==> src/rtl/vga_fb_scanout.sv <==
// vga_fb_scanout: 640x480@60 Hz VGA scanout of an 80x60 RGB332 framebuffer.
// Each framebuffer pixel is replicated over an 8x8 block of screen pixels.
// Pixel rate is CLK/2; everything advances on the pix_en edges only.
// Pipeline: counters -> (RD_ADDR, act_d, hs_d, vs_d) -> (RGB, HS, VS).
// Optional build macro VGA_FB_BORDER_EN forces a white one-pixel border
// around the visible area, aligned with the RGB pipeline.
module vga_fb_scanout #(
  parameter int H_VISIBLE = 640,
  parameter int H_FP      = 16,
  parameter int H_SYNC    = 96,
  parameter int H_BP      = 48,
  parameter int V_VISIBLE = 480,
  parameter int V_FP      = 10,
  parameter int V_SYNC    = 2,
  parameter int V_BP      = 33
) (
  input  logic        CLK,
  input  logic        RESET_N,
  output logic [12:0] RD_ADDR,
  input  logic [7:0]  RD_DATA,
  output logic [2:0]  ROUT,
  output logic [2:0]  GOUT,
  output logic [1:0]  BOUT,
  output logic        HS,
  output logic        VS,
  output logic        FRAME_START
);

  localparam int H_TOTAL = H_VISIBLE + H_FP + H_SYNC + H_BP;
  localparam int V_TOTAL = V_VISIBLE + V_FP + V_SYNC + V_BP;

  localparam logic [9:0] H_LAST    = 10'(H_TOTAL - 1);
  localparam logic [9:0] V_LAST    = 10'(V_TOTAL - 1);
  localparam logic [9:0] H_VIS_END = 10'(H_VISIBLE);
  localparam logic [9:0] V_VIS_END = 10'(V_VISIBLE);
  localparam logic [9:0] HS_START  = 10'(H_VISIBLE + H_FP);
  localparam logic [9:0] HS_END    = 10'(H_VISIBLE + H_FP + H_SYNC);
  localparam logic [9:0] VS_START  = 10'(V_VISIBLE + V_FP);
  localparam logic [9:0] VS_END    = 10'(V_VISIBLE + V_FP + V_SYNC);

  logic       pix_en;
  logic [9:0] h_cnt;
  logic [9:0] v_cnt;
  logic       line_end;
  logic       frame_end;
  logic       active;
  logic       hs_raw;
  logic       vs_raw;
  logic       act_d;
  logic       hs_d;
  logic       vs_d;
  logic [7:0] pix_word;

  // Timing decode of the current raster position.
  always_comb begin
    line_end  = (h_cnt == H_LAST);
    frame_end = (v_cnt == V_LAST);
    active    = (h_cnt < H_VIS_END) && (v_cnt < V_VIS_END);
    hs_raw    = !((h_cnt >= HS_START) && (h_cnt < HS_END));
    vs_raw    = !((v_cnt >= VS_START) && (v_cnt < VS_END));
  end

  // Divide CLK by two to produce the 25 MHz pixel strobe.
  always_ff @(posedge CLK or negedge RESET_N) begin
    if (!RESET_N) begin
      pix_en <= 1'b0;
    end else begin
      pix_en <= ~pix_en;
    end
  end

  // Raster counters; end-of-line and end-of-frame wrap together.
  always_ff @(posedge CLK or negedge RESET_N) begin
    if (!RESET_N) begin
      h_cnt <= 10'd0;
      v_cnt <= 10'd0;
    end else if (pix_en) begin
      if (line_end) begin
        h_cnt <= 10'd0;
        v_cnt <= frame_end ? 10'd0 : v_cnt + 10'd1;
      end else begin
        h_cnt <= h_cnt + 10'd1;
      end
    end
  end

  // One-CLK frame pulse on the pixel edge that wraps (last,last) to (0,0).
  always_ff @(posedge CLK or negedge RESET_N) begin
    if (!RESET_N) begin
      FRAME_START <= 1'b0;
    end else begin
      FRAME_START <= pix_en && line_end && frame_end;
    end
  end

  // First stage: issue the framebuffer address and carry the timing
  // flags alongside it so they meet the returned data one pixel later.
  always_ff @(posedge CLK or negedge RESET_N) begin
    if (!RESET_N) begin
      RD_ADDR <= 13'd0;
      act_d   <= 1'b0;
      hs_d    <= 1'b1;
      vs_d    <= 1'b1;
    end else if (pix_en) begin
      RD_ADDR <= {v_cnt[8:3], h_cnt[9:3]};
      act_d   <= active;
      hs_d    <= hs_raw;
      vs_d    <= vs_raw;
    end
  end

`ifdef VGA_FB_BORDER_EN
  localparam logic [9:0] H_VIS_LAST = 10'(H_VISIBLE - 1);
  localparam logic [9:0] V_VIS_LAST = 10'(V_VISIBLE - 1);

  logic border_raw;
  logic border_d;

  // Outermost visible rows/columns; blanking is applied later via act_d.
  always_comb begin
    border_raw = (h_cnt == 10'd0) || (h_cnt == H_VIS_LAST) ||
                 (v_cnt == 10'd0) || (v_cnt == V_VIS_LAST);
  end

  // Delay the border flag by the same stage as the address.
  always_ff @(posedge CLK or negedge RESET_N) begin
    if (!RESET_N) begin
      border_d <= 1'b0;
    end else if (pix_en) begin
      border_d <= border_raw;
    end
  end
`endif

  // Choose the pixel word: framebuffer data, border white, or blank.
  always_comb begin
    pix_word = RD_DATA;
`ifdef VGA_FB_BORDER_EN
    if (border_d) begin
      pix_word = 8'hFF;
    end
`endif
    if (!act_d) begin
      pix_word = 8'h00;
    end
  end

  // Second stage: drive the pins, RGB and syncs on the same pixel edge.
  always_ff @(posedge CLK or negedge RESET_N) begin
    if (!RESET_N) begin
      ROUT <= 3'd0;
      GOUT <= 3'd0;
      BOUT <= 2'd0;
      HS   <= 1'b1;
      VS   <= 1'b1;
    end else if (pix_en) begin
      ROUT <= pix_word[7:5];
      GOUT <= pix_word[4:2];
      BOUT <= pix_word[1:0];
      HS   <= hs_d;
      VS   <= vs_d;
    end
  end

endmodule

==> config.mk <==
export PLATFORM = sky130hd
export DESIGN_NAME = vga_fb_scanout
export DESIGN_NICKNAME = d
export VERILOG_FILES = /design/src/rtl/vga_fb_scanout.sv
export SDC_FILE = /design/constraint.sdc
export NUM_CORES = 1
export LEC_CHECK = 0
export ABC_AREA = 1
export CORE_MARGIN = 2
export CORE_UTILIZATION = 53
export DETAILED_ROUTE_END_ITERATION = 10
export PLACE_DENSITY = 0.78
export SYNTH_ARGS = -nofsm -noshare
export SYNTH_HDL_FRONTEND = slang
export SYNTH_SLANG_ARGS = --single-unit
==> constraint.sdc <==
create_clock -name CLK -period 1.7 [get_ports CLK]
set_input_delay 0.34 -clock CLK [delete_from_list [all_inputs] [get_ports CLK]]
set_output_delay 0.34 -clock CLK [all_outputs]
set_load 0.005 [all_outputs]
### Word-level counts from Yosys, hierarchy flattened

Cells that the tools add are included.

| storage, ports and cells | value |
|---|---|
| word-level logic and storage cells | 35 |
| input bits | 10 |
| output and inout port bits | 24 |
| flip-flop bits (word level) | 48 |

| cells by class | value |
|---|---|
| reduce and logical (&&, ||, !) cells | 8 |
| mux-type cells | 3 |
| $add $sub $neg | 2 |
| equality and inequality tests | 2 |
| bitwise logic cells | 1 |
| magnitude comparators | 6 |

Operator list:

| operator | number |
|---|---|
| $add A10 B1 Y10 const B | 2 |
| $eq A10 B10 Y1 const B | 2 |
| $lt A10 B10 Y1 const B | 2 |
| $lt A10 B9 Y1 const B | 2 |
| $mux W10 | 2 |
| $ge A10 B10 Y1 const B | 1 |
| $ge A10 B9 Y1 const B | 1 |
| $mux W8 | 1 |
| $logic_and A1 B1 Y1 | 5 |
| $logic_not A1 Y1 | 2 |
| $reduce_and A2 Y1 | 1 |
| $not A1 Y1 | 1 |

### Longest topological paths before layout

Gate-level depths: netlist of run 1.

| depth | value |
|---|---|
| word-level depth | 3 |
| depth in mapped cells | 8 |
| depth with buffers taken out | 8 |

### Worst setup path after synthesis of run 1

OpenSTA, ideal clock, no wires.

| path | value |
|---|---|
| path kind | register -> register |
| start point | register h_cnt[0] |
| end point | register v_cnt[7] |
| clock period less this slack | 1.273 ns |
| stages on the path, launching flop included | 9 |
| path slack | 0.427 ns |
| data required time | 1.624 ns |
| buffers on the path | 1 |
| library setup time | 0.076 ns |
| data arrival time | 1.197 ns |
| cells stage by stage | dfrtp_1 ha_1 inv_1 nor2_4 nand3_4 nor2_4 buf_6 nand3_1 o21ai_1 |

| between the ends | value |
|---|---|
| word-level cells in the longest chain between the ends | 2 |

RTL lines:

| element | line | source |
|---|---|---|
| start, declared | 42 | `logic [9:0] h_cnt;` |
| start signal, assigned | 82 | `h_cnt <= h_cnt + 10'd1;` |
| $eq A10 B10 Y1 | 56 | `line_end = (h_cnt == H_LAST);` |
| $reduce_and A2 Y1 (no source line) | -- |  |
| end signal, assigned | 80 | `v_cnt <= frame_end ? 10'd0 : v_cnt + 10'd1;` |
| end, declared | 43 | `logic [9:0] v_cnt;` |

Every way passes these cells.
A chain may end at the register's enable or synchronous reset.

### Final worst setup path of run 1

| path | value |
|---|---|
| start point | register RD_ADDR[10] |
| end point | output port RD_ADDR[10] |

RTL lines:

| element | line | source |
|---|---|---|
| start, declared | 19 | `output logic [12:0] RD_ADDR,` |
| start signal, assigned | 105 | `RD_ADDR <= {v_cnt[8:3], h_cnt[9:3]};` |

No word-level cell between the ends.

==> results of run 1 <==
[worst max-delay path by stage]
stage | startpoint | endpoint | slack [ns]
global placement | h_cnt[0] | v_cnt[5] | 0.22
floorplan | h_cnt[0] | v_cnt[7] | 0.43
CTS | HS | HS | 0.01
global route | h_cnt[0] | v_cnt[0] | 0.06
finish | RD_ADDR[10] | RD_ADDR[10] | 0.18
detailed placement | h_cnt[1] | v_cnt[3] | 0.15
[flip-flops by register name, indices dropped and copies added, names as in the netlist]
signal / cells
h_cnt: 10
v_cnt: 10
FRAME_START: 1
BOUT: 2
RD_ADDR: 13
HS: 1
act_d: 1
GOUT: 3
pix_en: 1
vs_d: 1
hs_d: 1
VS: 1
ROUT: 3
[kinds of logic after synthesis]
logic type | count (synthesis) | share of synthesized area
flops | 48 | 0.528
fa+ha+maj | 4 | 0.0219
buf+inv | 37 | 0.0701
xor+xnor | 7 | 0.0268
compound gates | 26 | 0.0586
simple gates | 148 | 0.294
[what timing repair did]
| action | 4_1_cts | 5_1_grt |
|---|---|---|
| hold buffers | 1 | 0 |
| setup buffers | 0 | 4 |
| pin swaps | 0 | 1 |
| gates resized for setup | 1 | 1 |
| setup endpoints to repair | 1 | 7 |
| hold endpoints to repair | 17 | 0 |
[routing by layer]
| layer | track usage | vias up |
|---|---|---|
| met5 | 0 | - |
| met4 | 0.0684 | 0 |
| met3 | 0.0596 | 6 |
| met2 | 0.345 | 59 |
| met1 | 0.278 | 860 |
| li1 | - | 947 |
[area by class of cell]
cell class	count	area, um^2
clock buffer	6	82.6
sequential	48	1210
tap	50	62.6
multi-input combinational	185	917
clock inverter	2	10.0
fill	340	1290
inverter	28	105
timing repair buffer	43	417
[layout by cell type (no fill, tap or decap), drive strengths merged]
master	Yosys	final
nand2	76	76
dfrtp	44	44
clkdlybuf4s50	0	30
nand3	28	28
inv	28	28
nor2	27	27
o21ai	23	23
buf	5	10
nand4	9	9
xor2	6	6
clkbuf	4	6
dfstp	4	4
nor3	4	4
ha	4	4
nor4	2	2
clkinv	0	2
and2	1	1
a21oi	1	1
a21o	1	1
xnor2	1	1
nand3b	1	1
a31oi	1	1
dlygate4sd3	0	1
dlymetal6s2s	0	1
dlygate4sd2	0	1
[stage by stage]
step / cells / hold WS, ns / worst slack (ns)
finish: 362 / 0.464 / 0.184
detailed placement: 349 / 0.305 / 0.154
global placement: 349 / 0.303 / 0.218
global route: 362 / 0.505 / 0.0585
floorplan: 270 / 0.0444 / 0.427
CTS: 358 / 0.468 / 0.0114
[power by group through the flow]
stage,sequential [mW],combinational (mW),clock (mW)
after floorplan,1.18,0.00806,0
final,1.16,0.0767,0.696
after global placement,1.18,0.0776,0
after CTS,1.16,0.0797,0.719
after detailed placement,1.18,0.0778,0
after global routing,1.16,0.0863,0.772
==> flow_summary.yaml, run 1 <==
detailed_routing:
  drt_wl_total_um: 4590
  number_of_vias_per_cell: 5.17
  ant_nets: 0
  wl_met1_um: 2120
  max_layer_used: "met4"
  wl_per_cell_um: 12.7
  first_iter_violations: 166
  route.detailed.drc: 0
  drt_pass1_iterations: 4
  wl_met3_um: 303
  routed-via-count: 1872
  met2_wirelength_um: 2100
global_routing:
  global_route.overflow_total: 0
  first_global_vias: 1862
  first_pass_grt_wire_length_um: 8290
  grt_max_degree: 32
  track_usage: 0.213
  grt_antenna_before_repair: 0
floorplanning:
  num_io_pins: 34
  design.core.area_mm2: 0.00409
  initial_standard_cell_utilization_of_the_core: 0.559
  fp.dieArea_mm2: 0.00485
  die_width_um: 69.6
  placement_rows: 23
  die_h_um: 69.6
worst_setup_path:
  crit_family: "buffers and inverters"
  critPathBufInv: 1
  r2r_cells: 8
  cp.arrival_ns: 1.18
  worstPathMaxFanout: 2
  critical_path_cell_count: 1
  cp_slowest_stage_delay_ns: 0.52
  timing.setup.critical_path_class: "reg -> out"
  cp_slowest_cell: "sky130_fd_sc_hd__clkdlybuf4s50_1"
  crit-reg2reg-launch: "h_cnt[1]"
  worstReg2RegEnd: "v_cnt[0]"
  cp_cell_sequence: "clkdlybuf4s50_1"
  critical_path.startpoint_type: "register"
  regToRegSetupSlack_ns: 0.21
  worst_ep_required_time_ns: 1.36
  crit_path_end_kind: "output port"
synthesis:
  yosysTopAreaCellShare: 0.482
  most_frequently_used_flop_master_after_synthesis: "sky130_fd_sc_hd__dfrtp_1"
  post_synth_main_area_contributors: "sky130_fd_sc_hd__dfrtp_1 48%, sky130_fd_sc_hd__nand2_1 12%, sky130_fd_sc_hd__nand3_1 5.9%"
  synth.avg_cell_area_um2: 8.46
  synthesis.instances: 270
  synth-seq-area-share: 0.528
  mappedNetlistNets: 284
  syn_area_mm2: 0.00228
  yosysMostFrequentCell: "sky130_fd_sc_hd__nand2_1"
  synth_cell_types: 28
  ys_ff_latch: 48
  ys_top_cells_by_count: "75 x sky130_fd_sc_hd__nand2_1, 44 x sky130_fd_sc_hd__dfrtp_1, 27 x sky130_fd_sc_hd__nand3_1"
  synth_warnings: 0
  async_reset_ff_frac: 1.00
  synth_edf_count: 0
  yosysTopAreaCell: "sky130_fd_sc_hd__dfrtp_1"
cells_and_area:
  syn2layout_area_growth_pct: 22.6
  diodes: 0
  finish.instance_area_mm2: 0.00280
  fraction_of_layout_cells_with_a_size_suffix_above_1: 0.109
  design.final.nets: 325
  final_core_util: 0.685
timing:
  report.final.setup_viol: 0
  fin_crit_sh: 0.892
  rsz0062_at_grt: "false"
  finalHoldViolCount: 0
  timing.clock.skew_ns: 0.00473
  final-max-slew-violation-count: 0
  worstMarginPinSlew_ns: 0.431
  tmin_final_ns: 1.52
  achievable-frequency_mhz: 660
  max_slew_margin: 0.713
  finalSetupTns_ns: 0
worst_hold_path:
  hold_path_startpoint: "HS"
  path_category_of_the_worst_min_delay_check: "reg -> reg"
  worst_hold_depth: 2
  hold_end: "HS"
power:
  switching_power_mw: 0.410
  cellInternalPower_mw: 1.52
  peakVddDrop_mv: 0.512
  power.sequential.fraction: 0.599
  pwr_density_cell_mw_per_mm2: 689
  switching_share: 0.212
  cellLeakagePower_nw: 1.35
  power_mw: 1.93
  clkPwrFrac: 0.361
  power.combinational.fraction: 0.040
clock_tree:
  clock-sinks: 48
  cts_made_buffers: 5
  clkSlewWorstSetupHoldPaths_ns: 0.08
  ctsRootBufferMaster: "sky130_fd_sc_hd__clkbuf_8"
  cts_tree: "built"
  clock_insertion_delay_worst_skew_ns: 0.30
  htree_levels: 2
  ctsLongestPathBuffers: 2
place:
  gp_weighted_congestion: 0.853
  port_buffers: 33
  place_hpwl_um: 3260
  detailed_place.area_mm2: 0.00267
job:
  max-cap-violations: 0
outcome:
  run_status: "finished clean"
Power figures use the tool's default switching activity.
==> run 2: changes to the inputs <==
- CORE_MARGIN: 2 -> 5
==> flow_summary.yaml, run 2 (synthesis results as in run 1) <==
detailed_routing:
  wl_per_cell_um: 13.4
  met2_wirelength_um: 2160
  drt_wl_total_um: 4780
  route.detailed.drc: 0
  wl_met3_um: 301
  drt_pass1_iterations: 6
  first_iter_violations: 127
  number_of_vias_per_cell: 5.30
  routed-via-count: 1892
  wl_met1_um: 2240
  ant_nets: 0
  max_layer_used: "met4"
place:
  gp_weighted_congestion: 0.848
  worst_setup_slack_before_clock_tree_synthesis_ns: 0.163
  place_hpwl_um: 3400
  port_buffers: 33
  numPlacedInstances: 349
cells_and_area:
  diodes: 0
  syn2layout_area_growth_pct: 21.3
  layout_common_cells: "75 x sky130_fd_sc_hd__nand2_1, 44 x sky130_fd_sc_hd__dfrtp_1, 31 x sky130_fd_sc_hd__clkdlybuf4s50_1, 27 x sky130_fd_sc_hd__nand3_1, 23 x sky130_fd_sc_hd__inv_1"
  stdcell_count: 357
  seqCellArea_mm2: 0.00121
  top_register: "RD_ADDR"
  largest_register_ffs: 13
  design.final.nets: 320
  area_occupied_by_multi_input_gates_um2: 917
  final_core_util: 0.678
  layout_commonest_cell: "sky130_fd_sc_hd__nand2_1"
  largest_registers: "RD_ADDR x13, h_cnt x10, v_cnt x10"
  fillers: 340
  fraction_of_layout_cells_with_a_size_suffix_above_1: 0.0945
timing:
  final_hold_slack_ns: -0.00249
  rsz0062_at_grt: "false"
  finalHoldViolCount: 4
  timing.clock.skew_ns: 0.00961
  fin_crit_sh: 0.981
  tmin_final_ns: 1.67
  finalSetupTns_ns: 0
  final-max-slew-violation-count: 0
  report.final.setup_viol: 0
  post-route-worst-setup-slack_ns: 0.0317
  max_slew_margin: 0.784
  achievable-frequency_mhz: 599
  worstMarginPinSlew_ns: 0.323
worst_setup_path:
  r2r_cells: 8
  timing.setup.critical_path_class: "reg -> out"
  cp_slowest_stage_delay_ns: 0.54
  cp_slowest_cell: "sky130_fd_sc_hd__dfstp_2"
  cp_cell_sequence: "clkdlybuf4s50_1"
  cp.arrival_ns: 1.33
  critPathBufInv: 1
  worst_ep_required_time_ns: 1.36
  worstPathMaxFanout: 2
  crit_path_end_kind: "output port"
  critical_path.startpoint_type: "register"
  regToRegSetupSlack_ns: 0.17
  worstReg2RegEnd: "v_cnt[4]"
  crit_family: "flip-flops"
  crit-reg2reg-launch: "h_cnt[1]"
clock_tree:
  cts_made_buffers: 5
  clkSlewWorstSetupHoldPaths_ns: 0.08
  ctsLongestPathBuffers: 2
  ctsRootBufferMaster: "sky130_fd_sc_hd__clkbuf_8"
  htree_levels: 2
  clock_insertion_delay_worst_skew_ns: 0.30
  clock-sinks: 48
  cts_setup_buffers: 0
  cts_tree: "built"
outcome:
  run_status: "complete, but fails checks"
  violations: "hold timing"
power:
  pwr_density_cell_mw_per_mm2: 710
  peakVddDrop_mv: 0.465
  power_mw: 1.97
  cellLeakagePower_nw: 1.32
floorplanning:
  placement_rows: 23
  die_h_um: 75.6
  design.core.area_mm2: 0.00409
  initial_standard_cell_utilization_of_the_core: 0.559
  num_io_pins: 34
  fp.dieArea_mm2: 0.00572
  die_width_um: 75.6
global_routing:
  first_pass_grt_wire_length_um: 8000
  track_usage: 0.186
  global_route.overflow_total: 0
  grt_antenna_before_repair: 0
  first_global_vias: 1773
  grt_max_degree: 49
job:
  max-cap-violations: 0
worst_hold_path:
  path_category_of_the_worst_min_delay_check: "in -> async"
==> run 2: cell count changes in the layout (fill, tap and decap cells not counted), sizes merged <==
cell,change
buf,-4
clkbuf,+2
clkinv,-2
clkdlybuf4s50,+1
dlygate4sd2,-1
dlygate4sd3,-1
==> run 2: repair_timing <==
action	CTS	global route
hold buffers	0	0
setup endpoints to repair	0	1
resized for setup	0	1
==> run 2: layout make-up <==
type | count | share of cell area
clock buffers | 8 | 0.0361
inverters | 28 | 0.0380
multi-input cells | 185 | 0.331
flip-flops and latches | 48 | 0.436
well taps | 50 | 0.0226
repair buffers | 38 | 0.136
==> run 2: where the power goes <==
group / switching [mW] / internal, mW
sequential: 0.00509 / 1.15
combinational: 0.0339 / 0.0419
clock: 0.364 / 0.371
total: 0.403 / 1.56
==> run 2: worst max path at each step <==
stage,startpoint,to,slack (ns),cells after the start
2_1_floorplan,h_cnt[0],v_cnt[7],0.43,8
3_3_place_gp,h_cnt[0],v_cnt[5],0.22,8
3_5_place_dp,h_cnt[0],v_cnt[4],0.16,8
4_1_cts,VS,VS,0.01,1
5_1_grt,HS,HS,0.0005,1
6_report,HS,HS,0.03,1
==> run 2: routing by layer <==
| metal | vias up | track usage |
|---|---|---|
| li1 | 935 | - |
| met1 | 890 | 0.251 |
| met2 | 60 | 0.292 |
| met3 | 7 | 0.0409 |
| met4 | 0 | 0.0718 |
| met5 | - | 0 |
==> run 2: through the flow <==
step                hold WS (ns)  cell area, um^2
finish                  -0.00249             2770
global route              0.0227             2770
CTS                      0.00394             2770
detailed placement         0.343             2670
global placement           0.343             2670
floorplan                 0.0444             2280
==> run 3: changes to the inputs <==
- CELL_PAD_IN_SITES_DETAIL_PLACEMENT: not set -> 1
- CELL_PAD_IN_SITES_GLOBAL_PLACEMENT: not set -> 2
- CORE_UTILIZATION: 53 -> 32
- PLACE_DENSITY: 0.78 -> not set
- PLACE_DENSITY_LB_ADDON: not set -> 0.1
==> flow_summary.yaml, run 3 (synthesis results as in run 1) <==
outcome:
  run_status: "finished clean"
place:
  gp_weighted_congestion: 0.765
  worst_setup_slack_before_clock_tree_synthesis_ns: 0.172
  port_buffers: 33
  place_hpwl_um: 3930
global_routing:
  globalRoute.busiestLayer: "met2"
  grt_antenna_before_repair: 0
  global_route.overflow_total: 0
  track_usage: 0.138
  groute.layer.met2.usage: 0.217
  use_met1: 0.187
  first_pass_grt_wire_length_um: 9610
  grt_max_degree: 49
  first_global_vias: 1986
  grt.met3_usage: 0.0311
detailed_routing:
  drt_pass1_iterations: 4
  route.detailed.drc: 0
  drt_wl_total_um: 5560
  ant_nets: 0
  routed-via-count: 1879
  number_of_vias_per_cell: 4.63
  wl_per_cell_um: 13.7
  first_iter_violations: 44
timing:
  finalSetupTns_ns: 0
  fin_crit_sh: 0.898
  final-max-slew-violation-count: 0
  finalHoldViolCount: 0
  tmin_final_ns: 1.53
  post-route-worst-setup-slack_ns: 0.173
  max_slew_margin: 0.789
  achievable-frequency_mhz: 655
  rsz0062_at_grt: "false"
  timing.clock.skew_ns: 0.00335
  report.final.setup_viol: 0
  worstMarginPinSlew_ns: 0.316
cells_and_area:
  syn2layout_area_growth_pct: 24.1
  diodes: 0
  design.final.nets: 324
  top_register: "RD_ADDR"
  seqCellArea_mm2: 0.00121
  layout_common_cells: "75 x sky130_fd_sc_hd__nand2_1, 44 x sky130_fd_sc_hd__dfrtp_1, 30 x sky130_fd_sc_hd__clkdlybuf4s50_1, 27 x sky130_fd_sc_hd__nand3_1, 23 x sky130_fd_sc_hd__inv_1"
  fraction_of_layout_cells_with_a_size_suffix_above_1: 0.103
  largest_register_ffs: 13
  area_occupied_by_multi_input_gates_um2: 917
  largest_registers: "RD_ADDR x13, h_cnt x10, v_cnt x10"
  layout_commonest_cell: "sky130_fd_sc_hd__nand2_1"
  fillers: 846
worst_setup_path:
  critical_path.startpoint_type: "register"
  r2r_cells: 8
  cp_slowest_stage_delay_ns: 0.52
  cp_slowest_cell: "sky130_fd_sc_hd__clkdlybuf4s50_1"
  cp.arrival_ns: 1.19
  cp_cell_sequence: "clkdlybuf4s50_1"
  timing.setup.critical_path_class: "reg -> out"
  worstPathMaxFanout: 2
  critical_path_cell_count: 1
  critPathBufInv: 1
  worst_ep_required_time_ns: 1.36
  crit_path_end_kind: "output port"
  crit_family: "buffers and inverters"
power:
  power.combinational.fraction: 0.041
  peakVddDrop_mv: 0.271
  power.sequential.fraction: 0.614
  pwr_density_cell_mw_per_mm2: 664
  cellLeakagePower_nw: 1.33
  power_mw: 1.88
  clkPwrFrac: 0.345
  cellInternalPower_mw: 1.47
  switching_power_mw: 0.408
  switching_share: 0.217
floorplanning:
  num_io_pins: 34
  die_h_um: 94.5
  placement_rows: 30
  fp.dieArea_mm2: 0.00893
  design.core.area_mm2: 0.00687
  die_width_um: 94.5
  initial_standard_cell_utilization_of_the_core: 0.332
clock_tree:
  clkSlewWorstSetupHoldPaths_ns: 0.08
  htree_levels: 2
  clock-sinks: 48
  cts_tree: "built"
  cts_made_buffers: 5
  cts_hold_repair.buffers: 0
  ctsRootBufferMaster: "sky130_fd_sc_hd__clkbuf_8"
  ctsLongestPathBuffers: 2
  clock_insertion_delay_worst_skew_ns: 0.30
worst_hold_path:
  path_category_of_the_worst_min_delay_check: "in -> async"
job:
  max-cap-violations: 0
[run 3: cell types whose count changed in the layout (fill, tap and decap cells not counted), sizes merged]
cell	previous run	this run
buf	6	10
clkbuf	8	6
clkdlybuf4s50	31	30
clkinv	0	1
dlygate4sd2	0	1
[run 3: through the flow]
step	instance area [um^2]	util	instances	hold WS [ns]
after floorplan	2280	-	270	0.0444
after global placement	2730	0.398	396	0.353
after detailed placement	2730	0.398	396	0.352
after CTS	2810	0.409	403	0.0108
after global routing	2830	0.412	406	0.0246
final	2830	0.412	406	0.0104
[run 3: repair_timing]
| item | CTS | global route |
|---|---|---|
| setup buffers | 0 | 3 |
| pin swaps | 0 | 1 |
| endpoints found under the setup margin | 1 | 2 |
| resized for setup | 1 | 1 |
[run 3: power groups by stage]
| stage | sequential (mW) | combinational [mW] | clock [mW] |
|---|---|---|---|
| 2_1_floorplan | 1.18 | 0.00806 | 0 |
| 3_3_place_gp | 1.18 | 0.0791 | 0 |
| 3_5_place_dp | 1.18 | 0.0801 | 0 |
| 4_1_cts | 1.16 | 0.0802 | 0.694 |
| 5_1_grt | 1.16 | 0.0862 | 0.744 |
| 6_report | 1.16 | 0.0765 | 0.649 |
[run 3: layout make-up]
cell class | instances | share of cell area
Sequential cell | 48 | 0.426
Timing Repair Buffer | 42 | 0.144
Multi-Input combinational cell | 185 | 0.324
Inverter | 28 | 0.0371
Clock inverter | 1 | 0.00177
Clock buffer | 6 | 0.0256
Tap cell | 96 | 0.0424
[run 3: metal layers]
layer  up-vias  routed length, um
met1       891               2830
met4         0                 81
li1        945                  -
met2        35               2420
met5         -                  0
met3         8                234
[run 3: worst paths after layout]
| path | startpoint | end | slack [ns] |
|---|---|---|---|
| max | RD_ADDR[10] | RD_ADDR[10] | 0.17 |
| min | RESET_N | RD_ADDR[4] | 0.01 |
| max reg2reg | h_cnt[1] | v_cnt[0] | 0.19 |
| min reg2reg | HS | HS | 0.47 |
| max in group asynchronous | RESET_N | vs_d | 1.40 |
| min in group CLK | HS | HS | 0.47 |
